File: src/rtl/bcd_decoder_if.sv
// Valid/ready bundle between a BCD source, the decoder and its consumer.
// The decoder takes the slave side; the producer/consumer takes master.
interface bcd_decoder_if #(
  parameter int DIGITS = 6,
  parameter int BIN_W  = 20
);
  logic [DIGITS*4-1:0] in_bcd;
  logic                in_valid;
  logic                in_ready;
  logic [BIN_W-1:0]    out_bin;
  logic                out_err;
  logic                out_valid;
  logic                out_ready;

  modport master (
    output in_bcd,
    output in_valid,
    output out_ready,
    input  in_ready,
    input  out_bin,
    input  out_err,
    input  out_valid
  );

  modport slave (
    input  in_bcd,
    input  in_valid,
    input  out_ready,
    output in_ready,
    output out_bin,
    output out_err,
    output out_valid
  );
endinterface

File: src/rtl/bcd_decoder.sv
// Sequential BCD-to-binary converter, one digit per cycle, MSD first.
// Define BCD_DECODER_CHECK_EN to build the illegal-digit (>9) error flag.
module bcd_decoder #(
  parameter int DIGITS = 6,
  parameter int BIN_W  = 20
) (
  input  logic          clk,
  input  logic          rst,
  bcd_decoder_if.slave  bus
);

  localparam int W     = DIGITS * 4;
  localparam int CNT_W = (DIGITS > 1) ? $clog2(DIGITS) : 1;

  localparam logic [CNT_W-1:0] LAST = CNT_W'(DIGITS - 1);
  localparam logic [CNT_W-1:0] ONE  = CNT_W'(1);

  function automatic longint unsigned pow10(input int n);
    longint unsigned p;
    p = 1;
    for (int i = 0; i < n; i++) begin
      p = p * 10;
    end
    return p;
  endfunction

  localparam longint unsigned BIN_SPAN = 64'd1 << BIN_W;

  if (DIGITS < 1 || DIGITS > 9) begin : g_bad_digits
    $error("bcd_decoder: DIGITS must be 1..9");
  end

  if (BIN_W < 4 || BIN_W > 62 || BIN_SPAN < pow10(DIGITS)) begin : g_bad_width
    $error("bcd_decoder: BIN_W too narrow for DIGITS");
  end

  typedef enum logic [1:0] {
    IDLE = 2'd0,
    CONV = 2'd1,
    DONE = 2'd2
  } state_t;

  state_t            state_q, state_d;
  logic [W-1:0]      sr_q, sr_d;
  logic [BIN_W-1:0]  acc_q, acc_d;
  logic [CNT_W-1:0]  cnt_q, cnt_d;
  logic              in_ready_q, in_ready_d;
  logic              out_valid_q, out_valid_d;

  logic [3:0]        digit;
  logic [BIN_W-1:0]  digit_ext;

  assign digit     = sr_q[W-1 -: 4];
  assign digit_ext = {{(BIN_W-4){1'b0}}, digit};

`ifdef BCD_DECODER_CHECK_EN
  logic err_q, err_d;
`endif

  always_comb begin
    state_d = state_q;
    sr_d    = sr_q;
    acc_d   = acc_q;
    cnt_d   = cnt_q;
`ifdef BCD_DECODER_CHECK_EN
    err_d   = err_q;
`endif
    unique case (state_q)
      IDLE: begin
        if (bus.in_valid) begin
          sr_d    = bus.in_bcd;
          acc_d   = '0;
          cnt_d   = '0;
`ifdef BCD_DECODER_CHECK_EN
          err_d   = 1'b0;
`endif
          state_d = CONV;
        end
      end
      CONV: begin
        // acc*10 as shift-add; sums wrap modulo 2**BIN_W
        acc_d = (acc_q << 3) + (acc_q << 1) + digit_ext;
        sr_d  = sr_q << 4;
        cnt_d = cnt_q + ONE;
`ifdef BCD_DECODER_CHECK_EN
        err_d = err_q | (digit > 4'd9);
`endif
        if (cnt_q == LAST) begin
          state_d = DONE;
        end
      end
      DONE: begin
        if (bus.out_ready) begin
          state_d = IDLE;
        end
      end
      default: begin
        state_d = IDLE;
      end
    endcase
    in_ready_d  = (state_d == IDLE);
    out_valid_d = (state_d == DONE);
  end

  always_ff @(posedge clk) begin
    if (rst) begin
      state_q     <= IDLE;
      sr_q        <= '0;
      acc_q       <= '0;
      cnt_q       <= '0;
      in_ready_q  <= 1'b1;
      out_valid_q <= 1'b0;
    end else begin
      state_q     <= state_d;
      sr_q        <= sr_d;
      acc_q       <= acc_d;
      cnt_q       <= cnt_d;
      in_ready_q  <= in_ready_d;
      out_valid_q <= out_valid_d;
    end
  end

`ifdef BCD_DECODER_CHECK_EN
  always_ff @(posedge clk) begin
    if (rst) begin
      err_q <= 1'b0;
    end else begin
      err_q <= err_d;
    end
  end

  assign bus.out_err = err_q;
`else
  assign bus.out_err = 1'b0;
`endif

  assign bus.in_ready  = in_ready_q;
  assign bus.out_valid = out_valid_q;
  assign bus.out_bin   = acc_q;

endmodule

File: src/flat_wrapper.sv
// flat-port wrapper written by rule: the top's interface ports become plain ports
module bcd_decoder_flat 
#(
  parameter int DIGITS = 6,
  parameter int BIN_W  = 20
)
  (clk, rst, bus_in_bcd, bus_in_valid, bus_out_ready, bus_in_ready, bus_out_bin, bus_out_err, bus_out_valid);
  bcd_decoder_if #(.DIGITS(DIGITS), .BIN_W(BIN_W)) bus_i ();
  input  logic clk;
  input  logic rst;
  input wire logic [$bits(bus_i.in_bcd)-1:0] bus_in_bcd;
  input wire logic [$bits(bus_i.in_valid)-1:0] bus_in_valid;
  input wire logic [$bits(bus_i.out_ready)-1:0] bus_out_ready;
  output wire logic [$bits(bus_i.in_ready)-1:0] bus_in_ready;
  output wire logic [$bits(bus_i.out_bin)-1:0] bus_out_bin;
  output wire logic [$bits(bus_i.out_err)-1:0] bus_out_err;
  output wire logic [$bits(bus_i.out_valid)-1:0] bus_out_valid;
  assign bus_i.in_bcd = bus_in_bcd;
  assign bus_i.in_valid = bus_in_valid;
  assign bus_i.out_ready = bus_out_ready;
  assign bus_in_ready = bus_i.in_ready;
  assign bus_out_bin = bus_i.out_bin;
  assign bus_out_err = bus_i.out_err;
  assign bus_out_valid = bus_i.out_valid;
  bcd_decoder #(.DIGITS(DIGITS), .BIN_W(BIN_W)) u_core (.clk(clk), .rst(rst), .bus(bus_i));
endmodule
File: config.mk
export PLATFORM = sky130hd
export DESIGN_NAME = bcd_decoder_flat
export DESIGN_NICKNAME = d
export VERILOG_FILES = /design/src/rtl/bcd_decoder_if.sv /design/src/rtl/bcd_decoder.sv /design/src/flat_wrapper.sv
export SDC_FILE = /design/constraint.sdc
export NUM_CORES = 1
export LEC_CHECK = 0
export CORE_UTILIZATION = 48
export DETAILED_ROUTE_END_ITERATION = 12
export PLACE_DENSITY = 0.85
export SKIP_LAST_GASP = 1
export SLEW_MARGIN = 20
export SYNTH_ARGS = -nofsm -noshare
export SYNTH_HDL_FRONTEND = slang
export SYNTH_SLANG_ARGS = --single-unit
File: constraint.sdc
create_clock -name clk -period 2.4 [get_ports clk]
set_clock_uncertainty 0.05 [all_clocks]
set_input_delay 0.48 -clock clk [delete_from_list [all_inputs] [get_ports clk]]
set_output_delay 0.48 -clock clk [all_outputs]
set_load 0.01 [all_outputs]
==> out/metrics.csv <==
stage;metric;value;unit
setup_path;crit_path_frequent_cell;inv_2;
detailed_routing;drtIter0Drc;164;
status;violations;negative setup slack;
setup_path;crit_cells;11;
detailed_routing;via_count;2812;
setup_path;crit_buf_inv;4;
timing;layout_setup_ws;-0.05468;ns
detailed_routing;drtAntennaViolNets;0;
clock_tree;clk_pin_slew;0.10;ns
timing;setup_viol;5;
synthesis;muxShareOfSynthArea;0.01028;
power_and_ir_drop;p_sw_frac;0.2839;
detailed_routing;drc;0;
synthesis;netlist_instances;362;
cells_and_area;syn_to_final_growth;27.41;%
cells_and_area;nFillCells;524;
setup_path;required;2.57;ns
power_and_ir_drop;power.density;445.4;nW/um2
clock_tree;htreeDepth;2;
synthesis;synth_edf_count;0;
synthesis;synth_area;3044;um2
synthesis;yosysSeqAreaShare;0.3354;
floorplanning;initial_utilization;0.5052;
detailed_routing;vias_per_cell;5.681;
power_and_ir_drop;peakVddDrop;0.3532;mV
setup_path;slowest_stage;fa_1;
synthesis;ys_top_cells_by_count;nor2_1, nand2_1, dfxtp_1;
setup_path;worstSetupEndpointType;flop;
timing;drv_slew;0;
power_and_ir_drop;power_switching;490.4;uW
floorplanning;fp.dieH;81.64;um
synthesis;ys.flop_type;dfxtp_1;
clock_tree;cts_tree;done;
cells_and_area;drive_above_1_share;0.1381;
flow_run;max_cap_violations;0;
synthesis;ys.warnings.count;0;
synthesis;synth.area.top_cells;dfxtp_1, ha_1, nor2_1;
floorplanning;die_w;81.64;um
detailed_routing;drtPass1Iterations;4;
synthesis;synth.avg_cell_area;8.409;um2
synthesis;synth-xor-area-share;0.04316;
setup_path;reg2regPathDepth;11;
detailed_routing;wl_per_cell;14.96;um
hold_path;hold_depth;2;
power_and_ir_drop;clkPwrFrac;0.310;
place;io_buffer_count;49;
setup_path;cp_top_family;adder cells;
global_route;grt_pass1_vias;2754;
synthesis;synth_top_cell_by_area;dfxtp_1;
synthesis;synthMostInstantiatedCell;nor2_1;
global_route;grt_start_max_net_pins;34;
synthesis;synth_top_family_by_area;compound AO/OA/AOI/OAI gates;
clock_tree;cts_hold_buffers;0;
timing;timing.fmax;0.4074;GHz
synthesis;synth_compound_area_frac;0.2413;
power_and_ir_drop;sequentialPowerShare;0.531;
setup_path;startpoint_type;flop;
setup_path;critPathKind;reg2reg;
clock_tree;numCtsBuffers;5;
setup_path;cp.arrival;2.62;ns
timing;report.final.hold_viol_count;0;
setup_path;crit_fanout;2;
clock_tree;clk_path_buf_depth;2;
place;dp_hpwl;5.480;mm
place;place_inst;485;
synthesis;synth_nets;428;
global_route;overflow;0;
hold_path;hold_class;reg2reg;
global_route;antenna_found_initial;0;
place;gp_congestion;0.8866;
floorplanning;top_level_ports;51;
setup_path;crit_path_max_incr_delay;0.55;ns
floorplanning;die_area;6664;um2
global_route;grt_pass1_wl;12.23;mm
power_and_ir_drop;power.internal;1.237;mW
floorplanning;core_area;6026;um2
clock_tree;clock-sinks;51;
detailed_routing;wirelength;7.407;mm
cells_and_area;fin_util;0.6437;
synthesis;synth-seq-cells;51;
synthesis;synth_cell_type_count;51;
timing;period_minus_slack;2.455;ns
power_and_ir_drop;p_leak;1.671;nW
synthesis;synthArstFlopShare;0;
power_and_ir_drop;p_comb_frac;0.159;
synthesis;synth_top_area_frac;0.3354;
clock_tree;clock_latency;0.32;ns
setup_path;path_cells;inv_2 > fa_1 > inv_2 > fa_2 > a21oi_4 > buf_4 > inv_1 > a21oi_1 > xnor2_1 > a22oi_1 > nor2_1;
synthesis;synth_fa_ha_area_frac;0.1611;
timing;tightest_slew;0.9913;ns
timing;slew_headroom;0.3367;
status;outcome;finished, violations left;
cells_and_area;fin_nets;485;
cells_and_area;final_cells;495;
cells_and_area;diodes;0;
floorplanning;fp-row-count;28;
timing;finalCritPeriodShare;1.023;
synthesis;synthSimpleGateAreaFrac;0.1656;
timing;rsz0062_at_grt;yes;
global_route;grt_use_total;0.2397;
clock_tree;root_buffer;clkbuf_8;
[tightest hold or removal path: stages (launching register included)]
cell and delay [ns]:
dfxtp_1 0.32, nand2_1 0.05, a311oi_1 0.07
[metal layers]
| metal | routed length [um] | global-route usage |
|---|---|---|
| met4 | 134 | 0.06842 |
| met2 | 3785 | 0.4408 |
| met1 | 3145 | 0.2702 |
| met5 | 0 | 0 |
| met3 | 341 | 0.06222 |
[per-stage QoR]
step	hold WS, ns	worst slack [ns]	area [um2]	TNS, ns	power, mW
floorplan	0.3974	0.0003979	3072	0	1.090
global placement	0.4071	-0.04165	3697	-0.05214	1.193
detailed placement	0.4206	-0.1281	3697	-0.4951	1.202
CTS	0.4365	0.01340	3822	0	1.733
global route	0.4494	-0.1620	3879	-0.7703	1.805
finish	0.4334	-0.05468	3879	-0.08101	1.727
[registers in the layout (all words and copies together), names as in the netlist]
name	cells
u_core.sr_q	24
u_core.cnt_q	3
u_core.state_q	2
u_core.bus.out_valid	1
u_core.bus.in_ready	1
u_core.bus.out_bin	20
[repair_timing]
action / 4_1_cts / 5_1_grt
resized for setup: 6 / 10
pin swaps: 5 / 14
buffers inserted: 1 / 1
endpoints found under the setup margin: 11 / 11
[final timing paths]
kind / to / from / slack [ns]
hold reg to reg: u_core.sr_q[12]$_SDFFE_PP0P_ / u_core.sr_q[8]$_SDFFE_PP0P_ / 0.43
hold / removal: u_core.sr_q[12]$_SDFFE_PP0P_ / u_core.sr_q[8]$_SDFFE_PP0P_ / 0.43
setup reg to reg: u_core.bus.out_bin[6]$_SDFFE_PP0P_ / u_core.sr_q[23]$_SDFFE_PP0P_ / -0.05
setup / recovery: u_core.bus.out_bin[6]$_SDFFE_PP0P_ / u_core.sr_q[23]$_SDFFE_PP0P_ / -0.05
[cells in the final DEF (no fill, tap or decap), types with 2 or more instances in the layout]
master | netlist | final
a31oi_1 | 2 | 2
clkbuf_8 | 0 | 5
a21oi_2 | 2 | 3
nand3_1 | 3 | 3
xnor2_1 | 10 | 9
and3_1 | 2 | 2
inv_1 | 13 | 9
nand2_2 | 2 | 2
o21ai_1 | 3 | 6
nand2_1 | 52 | 52
o21ai_0 | 12 | 9
a22oi_1 | 15 | 15
o22ai_1 | 6 | 6
nor2_1 | 54 | 54
o21bai_1 | 2 | 2
a311oi_1 | 15 | 15
mux2i_1 | 2 | 2
a21oi_1 | 20 | 17
dfxtp_4 | 0 | 2
o21a_1 | 3 | 3
buf_4 | 1 | 16
a211oi_1 | 5 | 5
xor2_1 | 5 | 5
dfxtp_1 | 51 | 48
ha_4 | 0 | 2
ha_1 | 36 | 33
a21oi_4 | 1 | 3
inv_6 | 0 | 2
inv_2 | 2 | 6
a32o_1 | 2 | 2
clkdlybuf4s50_1 | 0 | 49
nor2_2 | 2 | 2
a221oi_1 | 3 | 2
[power by group through the flow]
stage / combinational (mW) / clock [mW] / sequential [mW]
floorplan: 0.159 / 0 / 0.930
global placement: 0.259 / 0 / 0.933
detailed placement: 0.266 / 0 / 0.936
CTS: 0.270 / 0.546 / 0.917
global route: 0.307 / 0.576 / 0.922
finish: 0.274 / 0.535 / 0.918
[cells by family after synthesis]
group,after synthesis
compound gates,102
xor+xnor,15
fa+ha+maj,38
buf+inv,31
flops,51
mux,3
other cells,1
simple gates,121
[layout make-up]
type                       instances  area, um2  share of cell area
clock buffer                       5      68.82             0.01774
sequential                        51       1030              0.2655
multi-input combinational        280       1983              0.5113
tap                               75      93.84             0.02419
inverter                          15      56.30             0.01452
timing repair buffer              66      621.8              0.1603
clock inverter                     3      25.02            0.006452
(Power assumes the default switching activity.)
